`config.mk`:
```
export PLATFORM = sky130hd
export DESIGN_NAME = sibling_rr_arbiter
export DESIGN_NICKNAME = d
export VERILOG_FILES = /design/src/rtl/sibling_arb_pkg.sv /design/src/rtl/rr_priority_pick.sv /design/src/rtl/sibling_rr_arbiter.sv
export SDC_FILE = /design/constraint.sdc
export NUM_CORES = 1
export LEC_CHECK = 0
export CORE_AREA = 2 2 70 72
export CTS_BUF_LIST = sky130_fd_sc_hd__clkbuf_8
export DETAILED_ROUTE_END_ITERATION = 12
export DIE_AREA = 0 0 72 74
export HOLD_SLACK_MARGIN = 0.12
export PLACE_DENSITY = 0.72
export SYNTH_ARGS = -nofsm -noshare
export SYNTH_HDL_FRONTEND = slang
export SYNTH_HIERARCHICAL = 1
export SYNTH_SLANG_ARGS = --single-unit
```
`constraint.sdc`:
```
create_clock -name clk -period 3.6 [get_ports clk]
set_input_delay 1.08 -clock clk [delete_from_list [all_inputs] [get_ports clk]]
set_output_delay 1.08 -clock clk [all_outputs]
set_load 0.02 [all_outputs]
```
`src/rtl/sibling_arb_pkg.sv`:
```
// Shared types and default sizing for the sibling round-robin arbiter.
package sibling_arb_pkg;

    typedef enum logic {
        IDLE  = 1'b0,
        GRANT = 1'b1
    } arb_state_t;

    localparam int ARB_N_REQ    = 5;
    localparam int ARB_HOLD_MAX = 16;

endpackage

```
`src/rtl/rr_priority_pick.sv`:
```
// Rotating priority picker: returns the first set request at or after ptr,
// wrapping from the top index back to 0. Purely combinational.
module rr_priority_pick #(
    parameter int N_REQ = 5
) (
    input  logic [N_REQ-1:0]         req,
    input  logic [$clog2(N_REQ)-1:0] ptr,
    output logic                     any,
    output logic [$clog2(N_REQ)-1:0] id
);

    localparam int IW = $clog2(N_REQ);
    // One extra bit so ptr + offset never overflows before the wrap compare.
    localparam int SW = IW + 1;
    localparam logic [SW-1:0] N_W = SW'(N_REQ);

    logic [SW-1:0] w_sum;

    // Scan offsets 0..N_REQ-1 from ptr and keep the first hit.
    always_comb begin
        any   = 1'b0;
        id    = '0;
        w_sum = '0;
        for (int k = 0; k < N_REQ; k++) begin
            w_sum = {1'b0, ptr} + SW'(k);
            if (w_sum >= N_W) begin
                w_sum = w_sum - N_W;
            end
            if (!any && req[w_sum[IW-1:0]]) begin
                any = 1'b1;
                id  = w_sum[IW-1:0];
            end
        end
    end

endmodule

```
`src/rtl/sibling_rr_arbiter.sv`:
```
// Round-robin arbiter sharing one downstream resource among sibling leaves.
// A grant is held until the leaf completes or withdraws, or until the hold
// limit forces it off.
//
// state | meaning
// ------+------------------------------------------------------------
// IDLE  | no grant; pick next requester from ptr when any req is set
// GRANT | one leaf owns the resource; hold_cnt counts granted cycles
module sibling_rr_arbiter
    import sibling_arb_pkg::*;
#(
    parameter int N_REQ    = ARB_N_REQ,
    parameter int HOLD_MAX = ARB_HOLD_MAX
) (
    input  logic                     clk,
    input  logic                     rst,
    input  logic [N_REQ-1:0]         req,
    input  logic [N_REQ-1:0]         done,
    output logic [N_REQ-1:0]         gnt,
    output logic [$clog2(N_REQ)-1:0] gnt_id,
    output logic                     busy,
    output logic                     timeout
);

    localparam int IW = $clog2(N_REQ);
    localparam int CW = $clog2(HOLD_MAX);
    localparam logic [IW-1:0] LAST_ID   = IW'(N_REQ - 1);
    localparam logic [CW-1:0] HOLD_LAST = CW'(HOLD_MAX - 1);

    arb_state_t       r_state;
    logic [N_REQ-1:0] r_gnt;
    logic [IW-1:0]    r_gnt_id;
    logic             r_busy;
    logic             r_timeout;
    logic [IW-1:0]    r_ptr;
    logic [CW-1:0]    r_hold_cnt;

    logic             w_any;
    logic [IW-1:0]    w_id;
    logic             w_done_g;
    logic             w_req_g;

    rr_priority_pick #(
        .N_REQ (N_REQ)
    ) u_pick (
        .req (req),
        .ptr (r_ptr),
        .any (w_any),
        .id  (w_id)
    );

    // Only the granted leaf's done/req bits can end a grant.
    assign w_done_g = done[r_gnt_id];
    assign w_req_g  = req[r_gnt_id];

    // Arbitration FSM with registered grant, status and pointer.
    always_ff @(posedge clk) begin
        if (rst) begin
            r_state    <= IDLE;
            r_gnt      <= '0;
            r_gnt_id   <= '0;
            r_busy     <= 1'b0;
            r_timeout  <= 1'b0;
            r_ptr      <= '0;
            r_hold_cnt <= '0;
        end else begin
            case (r_state)
                IDLE: begin
                    r_timeout <= 1'b0;
                    if (w_any) begin
                        r_state    <= GRANT;
                        r_gnt      <= N_REQ'(1) << w_id;
                        r_gnt_id   <= w_id;
                        r_busy     <= 1'b1;
                        r_hold_cnt <= '0;
                        // Explicit wrap so non-power-of-two N_REQ rotates correctly.
                        r_ptr      <= (w_id == LAST_ID) ? '0 : w_id + 1'b1;
                    end
                end
                GRANT: begin
                    if (w_done_g || !w_req_g) begin
                        // Completion beats the hold limit when both hit together.
                        r_state   <= IDLE;
                        r_gnt     <= '0;
                        r_busy    <= 1'b0;
                        r_timeout <= 1'b0;
                    end else if (r_hold_cnt == HOLD_LAST) begin
                        r_state   <= IDLE;
                        r_gnt     <= '0;
                        r_busy    <= 1'b0;
                        r_timeout <= 1'b1;
                    end else begin
                        r_hold_cnt <= r_hold_cnt + 1'b1;
                    end
                end
                default: begin
                    r_state <= IDLE;
                    r_gnt   <= '0;
                    r_busy  <= 1'b0;
                end
            endcase
        end
    end

    assign gnt     = r_gnt;
    assign gnt_id  = r_gnt_id;
    assign busy    = r_busy;
    assign timeout = r_timeout;

endmodule
```
* After elaboration in Yosys (flattened, before gate mapping)
Index checks and enable logic that the tools add are counted.
Storage, ports and cells: input bits 12, flip-flop bits (word level) 18, memories kept 0, bits in read-only memories 0, output and inout bits 10, word-level logic and storage cells 99, latch bits 0, bits in writable memories 0
Operators by class: add/sub/neg operators 11, bitwise operators 1, $mul 0, mux-type cells 49, shift operators 1, eq/ne operators 6, order comparisons 11, divide/modulo/power cells 0, reductions and logical operators 13
Operators with widths (count):
- 3-bit 2-to-1 mux | 11
- 3-bit by 4-bit less-than comparator with 1-bit output, second input constant | 6
- 1-bit binary-select mux with 3-bit select | 7
- 1-bit 2-to-1 mux | 20
- 4-bit by 3-bit greater-or-equal comparator with 1-bit output, second input constant | 4
- 5-bit 2-to-1 mux | 3
- 3-bit subtractor, second input constant | 5
- 4-bit 2-to-1 mux | 3
- 5-bit case mux with 2 select lines | 1
- 3-bit by 2-bit adder with 4-bit output, second input constant | 2
- 4-bit case mux with 2 select lines | 1
- 1-bit case mux with 2 select lines | 3
- 1-bit logical NOT | 5
- 1-bit by 3-bit left shift with 5-bit output, first input constant | 1
- 3-bit by 1-bit adder with 4-bit output, second input constant | 1
- 3-bit by 3-bit adder with 4-bit output, second input constant | 1
- 4-bit by 1-bit adder with 4-bit output, second input constant | 1
- 4-bit equality test, second input constant | 1
- 1-bit logical AND | 4
- 2-bit != test, second input constant | 2
- 2-bit AND reduction | 2
- 3-bit by 1-bit adder with 3-bit output, second input constant | 1
- 3-bit equality test, second input constant | 1
- 3-bit greater-or-equal comparator, second input constant | 1
- 5 further kinds | 5

* Logic depth before layout (Yosys ltp)
Gate-level depths: netlist (run 1).
depth in word-level cells 20, mapped depth 17, mapped depth without buffers 16

* Modules after synthesis
The synthesis (run 1) kept the hierarchy.
Modules (own cells, without submodules):
- rr_priority_pick | times used 1, area each 1094.8 um^2, cells each 135, seq. area each 0.0 um^2
- sibling_rr_arbiter | times used 1, area each 900.9 um^2, cells each 100, seq. area each 360.3 um^2

* Worst setup path after synthesis (run 1)
No wires, ideal clock.
kind reg-to-reg, from register r_ptr[0], to register r_gnt[3], in the netlist gnt[3], cell stages (with the launch flop) 17, period minus slack after synthesis 3795 ps, path slack -195 ps, library setup time 117 ps, arrival time 3678 ps, buffers on the path 1, required time 3483 ps, cell sequence dfxtp_1 > buf_4 > inv_4 > ha_1 > inv_1 > fa_1 > a21oi_2 > mux2i_2 > mux2i_1 > nor3b_4 > nor2_2 > mux2_1 > a311o_1 > ha_1 > ha_1 > mux2_2 > a32o_1
On the way: cells in the longest elaborated chain, start to end 20, elaborated cells between the ends (all ways) 52, those cells by class 9 x add/sub; 5 x order compare; 1 x eq/ne; 1 x shift; 27 x mux; 9 x reduce/logical
Ends and longest elaborated chain:
- from (decl) | line sibling_rr_arbiter.sv:35 | logic [IW-1:0] r_ptr;
- from (signal assigned) | line sibling_rr_arbiter.sv:77 | r_ptr <= (w_id == LAST_ID) ? '0 : w_id + 1'b1;
- branches (longest 16 deep; another with 3-bit by 1-bit adder with 4-bit output)
- 3-bit 2-to-1 mux (*) | line rr_priority_pick.sv:29 | if (!any && req[w_sum[IW-1:0]]) begin
- net w_id[1] | line sibling_rr_arbiter.sv:39 | logic [IW-1:0] w_id;
- 1-bit by 3-bit left shift with 5-bit output (*) | line sibling_rr_arbiter.sv:72 | r_gnt <= N_REQ'(1) << w_id;
- 5-bit 2-to-1 mux (*) | line sibling_rr_arbiter.sv:70 | if (w_any) begin
- 5-bit case mux with 2 select lines (*) | line sibling_rr_arbiter.sv:67 | case (r_state)
- to (signal assigned) | line sibling_rr_arbiter.sv:72
- to (decl) | line sibling_rr_arbiter.sv:31 | logic [N_REQ-1:0] r_gnt;
Mark *: on every way through the listed nets, which the timed path passes. The select of a mux whose other input is x is not followed. A chain may end at the register's enable or synchronous reset.

* Final worst setup path (run 1)
Same ends and word-level chain as after synthesis.

==> results of run 1 <==
[Yosys cell counts, types with 2 or more instances]
| cell type | number | area, sq um |
|---|---|---|
| nand2b_1 | 2 | 12.5 |
| or2_1 | 3 | 18.8 |
| buf_4 | 2 | 15.0 |
| and4_1 | 3 | 26.3 |
| nor3_1 | 7 | 35.0 |
| o31ai_1 | 2 | 15.0 |
| a22oi_1 | 4 | 30.0 |
| a31oi_1 | 2 | 12.5 |
| inv_1 | 13 | 48.8 |
| mux2i_1 | 7 | 70.1 |
| ha_1 | 14 | 175 |
| o2111ai_1 | 3 | 26.3 |
| a31o_2 | 2 | 17.5 |
| a21o_1 | 2 | 15.0 |
| xnor2_1 | 8 | 70.1 |
| nor3b_1 | 2 | 15.0 |
| nand2_1 | 17 | 63.8 |
| o21ai_0 | 14 | 70.1 |
| nor2b_1 | 5 | 31.3 |
| mux2_2 | 2 | 22.5 |
| buf_6 | 2 | 22.5 |
| o21a_1 | 2 | 15.0 |
| nand3_1 | 5 | 25.0 |
| a21oi_1 | 14 | 70.1 |
| dfxtp_1 | 18 | 360 |
| a32o_1 | 5 | 50.1 |
| or3b_1 | 3 | 26.3 |
| clkbuf_1 | 4 | 15.0 |
| and3_1 | 3 | 18.8 |
| nor2_1 | 14 | 52.6 |
| a211oi_1 | 5 | 37.5 |
| a21oi_2 | 3 | 26.3 |
[per-layer routing]
layer  part of all wire [%]  wire length (microns)  track usage [%]  up-vias
li1                       -                      -                -     1020
met1                     45                   2580             28.4      985
met2                     50                   2830             38.6       64
met3                    3.5                    197             1.36       14
met4                    1.8                    102             7.76        0
met5                      0                      0                0        -
[repair_timing]
| item | in CTS | in global routing |
|---|---|---|
| pin swaps | 6 | 16 |
| buffers inserted | 4 | 6 |
| gates resized for setup | 13 | 28 |
| endpoints found under the setup margin | 8 | 8 |
[sequential cells by signal, summed over array words and instances, names as in the netlist]
signal	count
busy	1
gnt	5
gnt_id	3
r_hold_cnt	4
r_ptr	3
r_state	1
timeout	1
[logic make-up after synthesis]
| family | share of synthesized area [%] |
|---|---|
| AOI/OAI and AO/OA | 29.2 |
| xor gates and xnor gates | 3.51 |
| adders and majority gates | 9.78 |
| buffers and inverters | 6.90 |
| DFF | 18.1 |
| muxes | 5.89 |
| and+or+nand+nor | 26.7 |
[worst max-delay path, cell delays in order (launching register included)]
cell     delay [ps]
dfxtp_4         370
inv_8            60
ha_4            110
inv_2            40
fa_2            540
o21ba_1         160
or2_4           270
and3_1          150
o21a_2          250
nor2_4          120
mux2_4          290
a311o_1         370
ha_2            190
ha_2            160
mux2_4          250
a32o_1          200
[metrics by stage]
stage	util [%]	cell area, sq um	cells	TNS, ps	power (mW)
final	61.1	2810	358	-46.1	3.39
after global routing	61.1	2810	358	-593	3.66
after CTS	58.4	2690	352	0	3.06
after detailed placement	56.1	2580	345	-3770	2.71
after global placement	56.1	2580	345	-3860	2.67
after floorplan	-	2040	235	-33.6	1.90
[where the power goes]
part           leakage [nW]  switching [mW]  internal (mW)
sequential            0.149          0.0621          0.262
clock                0.0216          0.0644         0.0743
combinational         0.954            1.44           1.49
[area by class of cell]
class                      count  area, sq um
fill                         383         1790
multi-input combinational    191         1650
timing repair buffer          77          613
sequential                    18          369
tap                           54         67.6
inverter                      15         63.8
clock buffer                   3         41.3
[path summary, 6_finish.rpt]
| check | start | to | slack [ps] | cells after the start |
|---|---|---|---|---|
| min reg2reg | gnt_id[1]$_SDFFE_PP0P_ | gnt_id[1]$_SDFFE_PP0P_ | 510 | 2 |
| max | r_ptr[0]$_SDFFE_PP0P_ | gnt[3]$_SDFFE_PP0P_ | -30 | 15 |
| max reg2reg | r_ptr[0]$_SDFFE_PP0P_ | gnt[3]$_SDFFE_PP0P_ | -30 | 15 |
| min | gnt_id[1]$_SDFFE_PP0P_ | gnt_id[1]$_SDFFE_PP0P_ | 510 | 2 |
==> impl_metrics.tcl, run 1 <==
set metrics [dict create \
    timing.final.ws_setup_ps -31.7 \
    vias 2083 \
    cts_sinks 18 \
    hold_path_class "flop to flop" \
    drc 0 \
    num_rows 25 \
    cts-root-buf "clkbuf_8" \
    final_cell_mix "55 x buf_4, 17 x nand2_1, 16 x clkdlybuf4s50_1, 15 x dfxtp_1, 14 x nor2_1" \
    final_nets 333 \
    crit_type "flop to flop" \
    fin_crit_sh_pct 101 \
    hpwl_mm 4.31 \
    synth_edf_count 0 \
    syn_area_sq_um 2000 \
    synth_cell_types 75 \
    ant_nets 0 \
    io_pins 22 \
    grt_pass1_vias 2069 \
    area_growth_pct 40.8 \
    gp_congestion 0.931 \
    run_status "finished, violations left" \
    postSynth.asyncResetShare_pct 0 \
    cts.reportedPaths.clkPinSlew_ps 60 \
    die_h_microns 74 \
    setup_viol 2 \
    cp.required_ps 3750 \
    grt_pass1_wl_mm 9.36 \
    fmax_mhz 275 \
    h-tree-depth 1 \
    hold_viol 0 \
    overflow 0 \
    drive_gt1_share_pct 37.5 \
    power_density_nw_per_um2 1210 \
    synthFlopType "dfxtp_1" \
    first_pass_iters 5 \
    post_drt_wl_per_cell_microns 15.9 \
    syn_nets 262 \
    fin_crit_ps 3630 \
    worst_pin_slew_ps 444 \
    layout_commonest_cell "buf_4" \
    cp_max_fo 4 \
    grt_max_degree 13 \
    p_leak_nw 1.12 \
    ir_drop_mv 0.559 \
    grtUsageTotal_pct 21.8 \
    holdWs_ps 507 \
    start_kind "flop" \
    crit_arrival_ps 3780 \
    drtIter0Drc 162 \
    clk_path_buf_depth 2 \
    antenna_found_initial 0 \
    avgSynthCellArea_sq_um 8.49 \
    drv_cap 0 \
    violations "negative setup slack" \
    ys_seq_area_share_pct 18.1 \
    core_area_sq_um 4600 \
    start_util_pct 43.4 \
    die_w_microns 72 \
    fin_skew_ps 1.19 \
    slew_viol_final 0 \
    num_antenna_cells 0 \
    rsz0062_at_grt "yes" \
    clock_latency_ps 250 \
    cts_hold_buf 0 \
    cts_buffers 3 \
    detail_route.wirelength_mm 5.71 \
    end_kind "flop" \
    place_ws_ps -476 \
    ys_warn_count 6 \
    ys_seq_elements 18 \
    netlist_instances 235 \
    port_buffers 21 \
    cts_tree "done" \
    slew-limit-headroom_pct 70.1 \
    viasPerCell 5.82 \
    die_area_sq_um 5330 \
]
Note: power is estimated with default switching activity, not from simulation.
==> run 2, diff against run 1 <==
ABC_AREA = 1   (was default)
CORE_AREA = 2 2 67 69   (was 2 2 70 72)
DIE_AREA = 0 0 69 71   (was 0 0 72 74)
PLACE_DENSITY = 0.73   (was 0.72)
==> run 2 against run 1 <==
Register-to-register slack better by 400 ps. Utilization is 9.4 points lower. The flow now finishes without violations. Cell count is 1.4% lower. Fmax is 11% higher. Synthesized cell count is 17% higher. Critical endpoint is now r_ptr[0]$_SDFFE_PP0P_. Final area is 23% lower. Sequential share of layout area is 3.4 points higher. Non-clock buffer count is 50 lower.
==> impl_metrics.tcl, run 2 <==
set metrics [dict create \
    run_status "finished, final reports clean" \
    cts.repair.resized 0 \
    synthMostInstantiatedCell "nand2_1" \
    setup_viol 0 \
    netlist_top_cells_area "dfxtp_1 20%, nand2_1 13%, ha_1 9.6%" \
    die_w_microns 69 \
    area_growth_pct 18.9 \
    cp.required_ps 3730 \
    final_nets 329 \
    grt_pass1_vias 1649 \
    die_h_microns 71 \
    num_rows 24 \
    dpl-instance-area_sq_um 2120 \
    cts.reportedPaths.clkPinSlew_ps 70 \
    clkPwrFrac_pct 7.4 \
    fmax_mhz 304 \
    worst_pin_slew_ps 559 \
    grt_max_degree 16 \
    netlist_instances 274 \
    clock_latency_ps 260 \
    intPower_mw 0.990 \
    timing.final.ws_setup_ps 314 \
    cts_hold_buf 0 \
    io_pins 22 \
    hold_path_class "flop to flop" \
    gp_congestion 0.930 \
    power_density_nw_per_um2 1040 \
    switching_power_mw 1.27 \
    crit_arrival_ps 3420 \
    pwr-share-comb_pct 78.6 \
    start_util_pct 43.5 \
    place_ws_ps 92.2 \
    grtUsageTotal_pct 18.7 \
    avgSynthCellArea_sq_um 6.68 \
    final_cell_mix "61 x nand2_1, 35 x nand3_1, 34 x inv_1, 21 x clkdlybuf4s50_1, 19 x nor2_1" \
    cts_sinks 18 \
    ant_nets 0 \
    post_drt_wl_per_cell_microns 12.7 \
    slew_viol_final 0 \
    syn_nets 301 \
    viasPerCell 5.31 \
    die_area_sq_um 4900 \
    rsz0062_at_grt "no" \
    multi_input_area_sq_um 1300 \
    port_buffers 21 \
    fin_area_sq_um 2170 \
    crit_type "primary input to flop" \
    h-tree-depth 1 \
    drc 0 \
    ys_warn_count 6 \
    hold_viol 0 \
    clk_path_buf_depth 2 \
    switching_share_pct 56.3 \
    synth_cell_types 36 \
    ys_seq_elements 18 \
    p_leak_nw 1.01 \
    antenna_found_initial 0 \
    layout_commonest_cell "nand2_1" \
    core_area_sq_um 4200 \
    num_antenna_cells 0 \
    detail_route.wirelength_mm 4.48 \
    seq_power_share_pct 14.0 \
    cp_max_fo 5 \
    cts-root-buf "clkbuf_8" \
    synth_top_cell_area_share_pct 19.7 \
    fin_crit_sh_pct 91.3 \
    synth_common_cells "61 x nand2_1, 35 x nand3_1, 34 x inv_1, 19 x nor2_1, 18 x dfxtp_1" \
    fin_crit_ps 3290 \
    largest_reg_flops 5 \
    first_pass_iters 5 \
    drive_gt1_share_pct 13.6 \
    start_kind "primary input" \
    overflow 0 \
    cts_tree "done" \
    tns_ps 0 \
    ir_drop_mv 0.358 \
    holdWs_ps 463 \
    drv_cap 0 \
    synth_edf_count 0 \
    fin_skew_ps 0.910 \
    vias 1876 \
    postSynth.asyncResetShare_pct 0 \
    synthFlopType "dfxtp_1" \
    drtIter0Drc 169 \
    hpwl_mm 3.58 \
    fill_cells 431 \
    regArea_sq_um 360 \
    syn_area_sq_um 1830 \
    cts_buffers 3 \
    slew-limit-headroom_pct 62.6 \
    postCtsSetupRepairBufs 0 \
    end_kind "flop" \
    ys_seq_area_share_pct 19.7 \
    grt_pass1_wl_mm 7.51 \
    power_mw 2.26 \
    synth_top_area_cell "dfxtp_1" \
]
==> run 2: changes by cell type after synthesis, moves of 4 or more <==
| cell | change |
|---|---|
| nand2_2 | +4 |
| a32o_1 | -5 |
| xnor2_1 | -7 |
| nand3_1 | +30 |
| nand2_1 | +44 |
| clkbuf_1 | -4 |
| mux2i_1 | -7 |
| nand4_1 | +14 |
| nand3_2 | +5 |
| nor2b_1 | -5 |
| nor3_1 | -6 |
| nand2_4 | +6 |
| inv_1 | +21 |
| nor2_1 | +5 |
==> run 2: through the flow <==
step                      util (%)  cells
final                         51.7    353
after CTS                     51.7    353
after floorplan                  -    274
after global routing          51.7    353
after detailed placement      50.4    349
after global placement        50.4    349
==> run 2: cells by family after synthesis <==
group	Yosys count	share of synthesized area [%]
flip-flops	18	19.7
AND/OR/NAND/NOR	155	44.2
XOR/XNOR	5	2.80
adder cells (fa/ha/maj)	15	10.7
buffers and inverters	42	9.44
AO/OA/AOI/OAI	39	13.2
==> run 2: area by class of cell <==
type	count	share of cell area [%]
clock buffers	4	2.53
inverters	38	6.56
multi-input cells	214	59.6
flip-flops and latches	18	16.6
well taps	52	2.99
repair buffers	27	11.7
==> run 2: worst paths after layout <==
check | slack, ps | endpoint | cells past startpoint | startpoint
min | 460 | timeout$_SDFFE_PP0P_ | 2 | timeout$_SDFFE_PP0P_
max | 310 | r_ptr[0]$_SDFFE_PP0P_ | 17 | req[2]
min reg2reg | 460 | timeout$_SDFFE_PP0P_ | 2 | timeout$_SDFFE_PP0P_
max reg2reg | 370 | r_ptr[0]$_SDFFE_PP0P_ | 20 | r_ptr[1]$_SDFFE_PP0P_
==> run 2: critical path: stages <==
cell and delay (ps):
clkdlybuf4s50_1 600, inv_1 100, nand3_1 100, nand3_1 100, nand3_2 140, nand2_4 80
nand4_1 140, nor2_1 50, nor2_1 120, nand3_1 160, inv_1 120, ha_1 200
nand2_1 80, nor2_1 110, inv_1 60, a22oi_1 150, nor2_1 50
==> run 2: power groups by stage <==
stage | Combinational, mW | Clock [mW] | Sequential [mW]
3_3_place_gp | 1.73 | 0 | 0.322
6_report | 1.78 | 0.168 | 0.318
4_1_cts | 1.75 | 0.171 | 0.318
5_1_grt | 2.00 | 0.177 | 0.327
3_5_place_dp | 1.74 | 0 | 0.323
2_1_floorplan | 1.30 | 0 | 0.352
==> run 2: per-layer routing <==
layer | share of wire (%) | global-route usage, %
met1 | 47 | 25.4
met2 | 44 | 29.8
met3 | 7.2 | 3.28
met4 | 1.6 | 6.75
met5 | 0 | 0
==> run 3, diff against run 2 <==
CORE_AREA = 2 2 63 65   (was 2 2 67 69)
DIE_AREA = 0 0 65 67   (was 0 0 69 71)
PLACE_DENSITY = 0.81   (was 0.73)
==> run 3 against run 2 <==
Routed wire length shrank 2.5%. Hold slack lost 14 ps. Register-to-register slack gained 20 ps. Via count grew 0.27%. Power shrank 1.2%. Final area shrank 0.58%. Critical endpoint unchanged.
==> impl_metrics.tcl, run 3 (same netlist as run 2, synthesis figures left out) <==
set metrics [dict create \
    run_status "finished, final reports clean" \
    start_kind "primary input" \
    cpMostUsedCell "nor2_1" \
    viasPerCell 5.41 \
    die_w_microns 65 \
    cts-root-buf "clkbuf_8" \
    final_nets 328 \
    drc 0 \
    crit_type "primary input to flop" \
    end_kind "flop" \
    p_leak_nw 1.01 \
    cts_hold_buf 0 \
    core_area_sq_um 3610 \
    gp_congestion 0.957 \
    fin_area_sq_um 2160 \
    hold_viol 0 \
    h-tree-depth 1 \
    cts_buffers 3 \
    postCtsSetupRepairBufs 0 \
    cts.reportedPaths.clkPinSlew_ps 70 \
    antenna_found_initial 0 \
    clock_latency_ps 260 \
    cp_max_fo 5 \
    tns_ps 0 \
    cp.required_ps 3750 \
    fin_crit_ps 3260 \
    cts_sinks 18 \
    rsz0062_at_grt "no" \
    area_growth_pct 18.2 \
    crit_chain "clkdlybuf4s50_1 > inv_1 > nand3_1 > nand3_1 > nand3_2 > nand2_4 > nand4_1 > nor2_1 > nor2_1 > nand3_1 > inv_1 > ha_1 > nand2_1 > nor2_1 > inv_1 > a22oi_1 > nor2_1" \
    fill_cells 330 \
    detail_route.wirelength_mm 4.37 \
    first_pass_iters 5 \
    drtIter0Drc 197 \
    drive_gt1_share_pct 13.3 \
    crit_arrival_ps 3410 \
    clk_path_buf_depth 2 \
    drv_cap 0 \
    crit_path_top_delay_cell "clkdlybuf4s50_1" \
    final_cell_mix "61 x nand2_1, 35 x nand3_1, 34 x inv_1, 21 x clkdlybuf4s50_1, 19 x nor2_1" \
    grtUsageTotal_pct 21.2 \
    hold_path_class "flop to flop" \
    grt_max_degree 16 \
    slew_viol_final 0 \
    worst_path_dominant_cell_family "simple AND/OR/NAND/NOR gates" \
    power_density_nw_per_um2 1030 \
    dpl-instance-area_sq_um 2110 \
    start_util_pct 50.7 \
    ant_nets 0 \
    setup_viol 0 \
    worst_pin_slew_ps 462 \
    grt_pass1_vias 1585 \
    cts.repair.resized 0 \
    grt_pass1_wl_mm 7.17 \
    post_drt_wl_per_cell_microns 12.6 \
    fmax_mhz 307 \
    slew-limit-headroom_pct 69.1 \
    ir_drop_mv 0.484 \
    fin_crit_sh_pct 90.5 \
    port_buffers 21 \
    path_buf_inv 4 \
    largest_reg_flops 5 \
    cts_tree "done" \
    fin_skew_ps 3.88 \
    io_pins 22 \
    die_h_microns 67 \
    num_antenna_cells 0 \
    vias 1881 \
    crit_path_max_incr_delay_ps 580 \
    die_area_sq_um 4360 \
    layout_commonest_cell "nand2_1" \
    overflow 0 \
    hpwl_mm 3.47 \
    num_rows 22 \
]
run 3: tightest hold or removal path, cell delays in order (launching register included):
cell      delay (ps)
dfxtp_1          310
inv_1             50
a211oi_1          50
run 3: path summary, 6_finish.rpt:
kind	from	end	slack [ps]	cells past startpoint
worst max-delay path	req[2]	r_ptr[0]$_SDFFE_PP0P_	340	17
worst min-delay path	timeout$_SDFFE_PP0P_	timeout$_SDFFE_PP0P_	450	2
worst max register to register	r_ptr[1]$_SDFFE_PP0P_	r_ptr[0]$_SDFFE_PP0P_	390	22
worst min register to register	timeout$_SDFFE_PP0P_	timeout$_SDFFE_PP0P_	450	2
run 3: metal layers:
metal / part of all wire, % / vias up / wire [microns] / track usage, %
li1: - / 966 / - / -
met1: 47 / 841 / 2070 / 28.9
met2: 44 / 70 / 1940 / 34.3
met3: 7.4 / 4 / 325 / 4.39
met4: 0.87 / 0 / 38 / 4.79
met5: 0 / - / 0 / 0
run 3: where the power goes:
group,leakage (nW),switching [mW],internal [mW]
Sequential,0.148,0.0565,0.260
Clock,0.0288,0.0691,0.0973
Combinational,0.830,1.14,0.619
run 3: stage by stage:
| stage | power (mW) | instances | util (%) | hold WS, ps | setup WS (ps) |
|---|---|---|---|---|---|
| 2_1_floorplan | 1.66 | 274 | - | 474 | 600 |
| 3_3_place_gp | 2.02 | 344 | 58.4 | 439 | 79.5 |
| 3_5_place_dp | 2.04 | 344 | 58.4 | 441 | 81.4 |
| 4_1_cts | 2.22 | 348 | 60.0 | 452 | 283 |
| 5_1_grt | 2.47 | 348 | 60.0 | 472 | 57.0 |
| 6_report | 2.24 | 348 | 60.0 | 449 | 342 |
run 3: cell type report:
type	instances	area [sq um]	share of cell area, %
multi-input cells	214	1300	60.0
repair buffers	26	248	11.5
well taps	48	60.1	2.78
inverters	38	143	6.60
clock buffers	4	55.1	2.55
flip-flops and latches	18	360	16.7
